## src/rtl/mult_pkg.sv

```systemverilog
// mult_pkg: shared constants, FSM state type and digit/step helpers for mult_nibble_seq
package mult_pkg;
  localparam int NIB = 4;
  typedef enum logic [1:0] {IDLE, CALC, DONE} state_t;
  function automatic int steps(input int opw);
    return (opw / NIB) * (opw / NIB);
  endfunction
  function automatic int dig_i(input int k, input int d);
    return k % d;
  endfunction
  function automatic int dig_j(input int k, input int d);
    return k / d;
  endfunction
endpackage

```

## src/rtl/mult_nibble_seq_simplewallace.sv

```systemverilog
// simplewallace: combinational 4x4 unsigned multiplier (a, b in -> p = a*b, 8 bits)
module simplewallace (
  input  logic [3:0] a,
  input  logic [3:0] b,
  output logic [7:0] p
);
  logic [7:0] row [4];
  logic [7:0] s, c;
  for (genvar n = 0; n < 4; n++) begin : g_row
    assign row[n] = {4'b0, a & {4{b[n]}}} << n;
  end
  assign s = row[0] ^ row[1] ^ row[2];
  assign c = ((row[0] & row[1]) | (row[0] & row[2]) | (row[1] & row[2])) << 1;
  assign p = s + c + row[3];
endmodule

```

## src/rtl/mult_nibble_seq.sv

```systemverilog
// mult_nibble_seq: sequential OPWxOPW multiplier; ports clk, rst, in_valid/in_ready/a/b in, out_valid/out_ready/p out, busy; MULT_EARLY_ZERO_EN sends zero operands straight to DONE
module mult_nibble_seq
  import mult_pkg::*;
#(
  parameter int OPW = 8
) (
  input  logic             clk,
  input  logic             rst,
  input  logic             in_valid,
  output logic             in_ready,
  input  logic [OPW-1:0]   a,
  input  logic [OPW-1:0]   b,
  output logic             out_valid,
  input  logic             out_ready,
  output logic [2*OPW-1:0] p,
  output logic             busy
);
  localparam int D = OPW / NIB;
  localparam int S = steps(OPW);
  localparam int KW = $clog2(S);
  state_t state;
  logic [KW-1:0] k;
  logic [OPW-1:0] a_r, b_r;
  logic [2*OPW-1:0] acc, term;
  logic [NIB-1:0] na, nb;
  logic [2*NIB-1:0] prod;
  logic zero;
`ifdef MULT_EARLY_ZERO_EN
  assign zero = (a == '0) || (b == '0);
`else
  assign zero = 1'b0;
`endif
  always_comb begin
    na = a_r[NIB*dig_i(int'(k), D) +: NIB];
    nb = b_r[NIB*dig_j(int'(k), D) +: NIB];
    term = {{(2*OPW-2*NIB){1'b0}}, prod} << (NIB * (dig_i(int'(k), D) + dig_j(int'(k), D)));
  end
  simplewallace u_mul (.a(na), .b(nb), .p(prod));
  assign p = acc;
  always_ff @(posedge clk) begin
    if (rst) begin
      state <= IDLE;
      in_ready <= 1'b1;
      out_valid <= 1'b0;
      busy <= 1'b0;
      acc <= '0;
      k <= '0;
      a_r <= '0;
      b_r <= '0;
    end else begin
      case (state)
        IDLE: if (in_valid) begin
          a_r <= a;
          b_r <= b;
          acc <= '0;
          k <= '0;
          in_ready <= 1'b0;
          busy <= 1'b1;
          out_valid <= zero;
          state <= zero ? DONE : CALC;
        end
        CALC: begin
          acc <= acc + term;
          k <= k + 1'b1;
          if (k == KW'(S - 1)) begin
            state <= DONE;
            out_valid <= 1'b1;
          end
        end
        DONE: if (out_ready) begin
          state <= IDLE;
          out_valid <= 1'b0;
          in_ready <= 1'b1;
          busy <= 1'b0;
        end
        default: state <= IDLE;
      endcase
    end
  end
endmodule

```

## config.mk

```make
export PLATFORM = sky130hd
export DESIGN_NAME = mult_nibble_seq
export DESIGN_NICKNAME = d
export VERILOG_FILES = /design/src/rtl/mult_pkg.sv /design/src/rtl/mult_nibble_seq_simplewallace.sv /design/src/rtl/mult_nibble_seq.sv
export SDC_FILE = /design/constraint.sdc
export NUM_CORES = 1
export LEC_CHECK = 0
export CAP_MARGIN = 5
export CORE_MARGIN = 1
export CORE_UTILIZATION = 35
export DETAILED_ROUTE_END_ITERATION = 8
export MAX_ROUTING_LAYER = met4
export SKIP_CTS_REPAIR_TIMING = 1
export SLEW_MARGIN = 40
export SYNTH_ARGS = -nofsm -noshare
export SYNTH_HDL_FRONTEND = slang
export SYNTH_SLANG_ARGS = --single-unit
```

## constraint.sdc

```tcl
create_clock -name clk -period 4.8 [get_ports clk]
set_clock_uncertainty 0.2 [all_clocks]
set_input_delay 1.44 -clock clk [delete_from_list [all_inputs] [get_ports clk]]
set_output_delay 1.44 -clock clk [all_outputs]
set_load 0.05 [all_outputs]
```

==> flow_metrics.env <==
export IMPL_critPathRequiredTime_ns=4.79
export IMPL_first_pass_iters=4
export IMPL_dp_hpwl_mm=4.59
export IMPL_syn_inst=345
export IMPL_detail_route_vias_per_cell=4.92
export IMPL_pwr_share_comb_pct=16.8
export IMPL_grt_max_degree=34
export IMPL_clockBufferDepth=2
export IMPL_end_kind="flop"
export IMPL_yosys_area_top_type_share_pct=29.2
export IMPL_port_buffers=38
export IMPL_post_synth_cell_area_avg_um2=7.76
export IMPL_ys_types=37
export IMPL_preCtsSetupSlack_ns=-0.0953
export IMPL_grt_util_all_layers_pct=16.9
export IMPL_vias=2437
export IMPL_power_switching_mw=0.207
export IMPL_start_util_pct=36.5
export IMPL_cts_tree="yes"
export IMPL_status="finished, final reports clean"
export IMPL_synthXorXnorAreaFrac_pct=5.24
export IMPL_htreeDepth=2
export IMPL_min_period_over_period_pct=97.7
export IMPL_drc_errors=0
export IMPL_clk_latency_ns=0.29
export IMPL_critPathSlowestCell="fa_1"
export IMPL_critPathBufInv=3
export IMPL_final_common_cell="nand2_1"
export IMPL_holdWs_ns=0.257
export IMPL_drt_iter0_drc=103
export IMPL_period_minus_slack_ns=4.69
export IMPL_internal_power_mw=0.605
export IMPL_maxSlewHeadroom_pct=50.2
export IMPL_syn_nets=395
export IMPL_clkSinkCount=39
export IMPL_crit_end="p[14]$_SDFFE_PP0P_"
export IMPL_r2r_setup_slack_ns=0.11
export IMPL_path_max_fanout=5
export IMPL_root_buffer="clkbuf_8"
export IMPL_nNetsFinal=445
export IMPL_grt_setup_unrepaired="true"
export IMPL_ant_nets=0
export IMPL_synth_compound_area_share_pct=21.0
export IMPL_overflow=0
export IMPL_synth_area_mux_share_pct=3.41
export IMPL_cts_made_buffers=5
export IMPL_ios=39
export IMPL_cp_start_kind="flop"
export IMPL_diodes=0
export IMPL_r2r_start="k[1]$_SDFFE_PP0P_"
export IMPL_crit_path_start="k[1]$_SDFFE_PP0P_"
export IMPL_synth_fa_ha_area_share_pct=16.0
export IMPL_final_core_util_pct=48.0
export IMPL_syn2layout_area_growth_pct=31.4
export IMPL_path_cells="mux2i_4, nor2_1, fa_1, inv_2, fa_1, inv_1, ha_2, inv_2, fa_1, nor2_1, a21oi_2, nor2_1, ha_1, nand2_2, o21ai_2, a21oi_2, o31a_1, o31ai_2, xor2_1, a22o_1"
export IMPL_leakage_nw=1.51
export IMPL_drv_slew=0
export IMPL_drive_above_1_share_pct=13.6
export IMPL_ys_seq_area_share_pct=29.2
export IMPL_synth_simple_area_share_pct=20.3
export IMPL_wirelength_mm=6.06
export IMPL_synth_top_family_by_area="compound AO/OA/AOI/OAI gates"
export IMPL_ys_ff_latch=39
export IMPL_hp_class="reg2reg"
export IMPL_worst_r2r_endpoint="p[14]$_SDFFE_PP0P_"
export IMPL_dieHeight_um=89.4
export IMPL_path_delay_family="adder cells"
export IMPL_dieArea_um2=8000
export IMPL_hold_viol=0
export IMPL_core_area_um2=7330
export IMPL_die_w_um=89.4
export IMPL_cap_violations=0
export IMPL_grt_pass1_wl_mm=10.3
export IMPL_peakVddDrop_mv=0.119
export IMPL_crit_cells=20
export IMPL_gp_congestion=0.861
export IMPL_rows=31
export IMPL_reg2reg_depth=20
export IMPL_antenna_found_initial=0
export IMPL_mostFrequentLayoutCells="nand2_1, a21oi_1, clkdlybuf4s50_1"
export IMPL_avgRoutedWirePerCell_um=12.2
export IMPL_p_clk_share_pct=40.4
export IMPL_worst_slack_ns=0.111
export IMPL_worst_slew_pin_slew_ns=0.745
export IMPL_power_density_nw_per_um2=231
export IMPL_switching_share_pct=25.5
export IMPL_synth_top_area_cell="dfxtp_1"
export IMPL_critPathKind="reg2reg"
export IMPL_yosysWarnings=0
export IMPL_cp_slowest_stage_delay_ns=0.50
export IMPL_arrival_ns=4.68
export IMPL_synth_area_um2=2680
export IMPL_setup_viol=0
export IMPL_seqPwrFrac_pct=42.8
export IMPL_grt_pass1_vias=2342
export IMPL_max_freq_mhz=213
export IMPL_path_clk_slew_ns=0.08
export IMPL_netlist_top_cells_area="dfxtp_1, ha_1, a21oi_1"
-- stage by stage --
step	TNS, ns	total power, mW	instance area, um^2	instances
after floorplan	0	0.435	2680	345
after global placement	0	0.482	3260	485
after detailed placement	-0.389	0.484	3260	485
after CTS	-0.534	0.815	3390	493
after global routing	-0.597	0.855	3520	495
final	0	0.812	3520	495
-- power groups by stage --
stage / Clock, mW / Sequential (mW) / Combinational (mW)
6_report: 0.328 / 0.348 / 0.136
2_1_floorplan: 0 / 0.360 / 0.0748
4_1_cts: 0.338 / 0.346 / 0.131
3_5_place_dp: 0 / 0.353 / 0.130
5_1_grt: 0.353 / 0.350 / 0.152
3_3_place_gp: 0 / 0.353 / 0.129
-- cells in the mapped netlist --
master     instances
o211a_1            1
a31oi_1            1
o21a_1             1
o21bai_1           3
xnor2_1            7
or2_2              2
a211oi_1           2
buf_1              1
nor2_1            35
clkbuf_1          14
a21oi_1           45
nand3_1           11
o21ai_1            1
a31o_1             1
a22o_1             9
a21o_1             7
nand2_1           57
and2_1             3
mux2i_1            8
o22ai_1            1
ha_1              23
o31ai_2            2
mux2_2             1
dfxtp_1           39
xor2_1             9
o21ai_0           10
o2bb2ai_1          1
inv_1             20
nand2_2            1
nor2b_1            7
o211ai_1           3
o31a_1             1
nor4_1             1
nor3_1             1
fa_1               7
a2111oi_0          1
nand2b_1           8
-- worst min-delay path by stage --
stage,from,end,slack [ns],cells after the start
2_1_floorplan,b_r[7]$_SDFFE_PP0P_,b_r[7]$_SDFFE_PP0P_,0.23,2
3_3_place_gp,a_r[5]$_SDFFE_PP0P_,a_r[5]$_SDFFE_PP0P_,0.24,2
3_5_place_dp,a_r[5]$_SDFFE_PP0P_,a_r[5]$_SDFFE_PP0P_,0.25,2
4_1_cts,a_r[5]$_SDFFE_PP0P_,a_r[5]$_SDFFE_PP0P_,0.26,2
5_1_grt,a_r[5]$_SDFFE_PP0P_,a_r[5]$_SDFFE_PP0P_,0.29,2
6_report,a_r[5]$_SDFFE_PP0P_,a_r[5]$_SDFFE_PP0P_,0.26,2
-- routing by layer --
layer / vias to the layer above / GRT usage [%] / part of all wire (%)
li1: 1269 / - / -
met4: 0 / 3.75 / 0.69
met5: - / - / 0
met2: 45 / 29.1 / 48
met3: 5 / 3.32 / 3.4
met1: 1118 / 20.4 / 48
-- state kept, by name (all words and copies together) (netlist names) --
register	flops
a_r	8
b_r	8
busy	1
in_ready	1
k	2
out_valid	1
p	16
state	2
-- cells by family after synthesis --
| kind of cell | count (synthesis) |
|---|---|
| xor+xnor | 16 |
| flops | 39 |
| compound gates | 90 |
| mux | 9 |
| simple gates | 126 |
| buf+inv | 35 |
| fa+ha+maj | 30 |
-- worst min-delay path, cell delays in order, from the launching register on --
cell and delay (ns):
dfxtp_1 0.31, nand2_1 0.05, a21oi_1 0.05
-- layout make-up --
| class | instances | area, um^2 |
|---|---|---|
| fill | 727 | 3810 |
| multi-input combinational | 271 | 1870 |
| sequential | 39 | 786 |
| timing repair buffer | 58 | 531 |
| tap | 99 | 124 |
| inverter | 20 | 75.1 |
| clock buffer | 6 | 72.6 |
| clock inverter | 2 | 60.1 |
(Power assumes the default switching activity.)
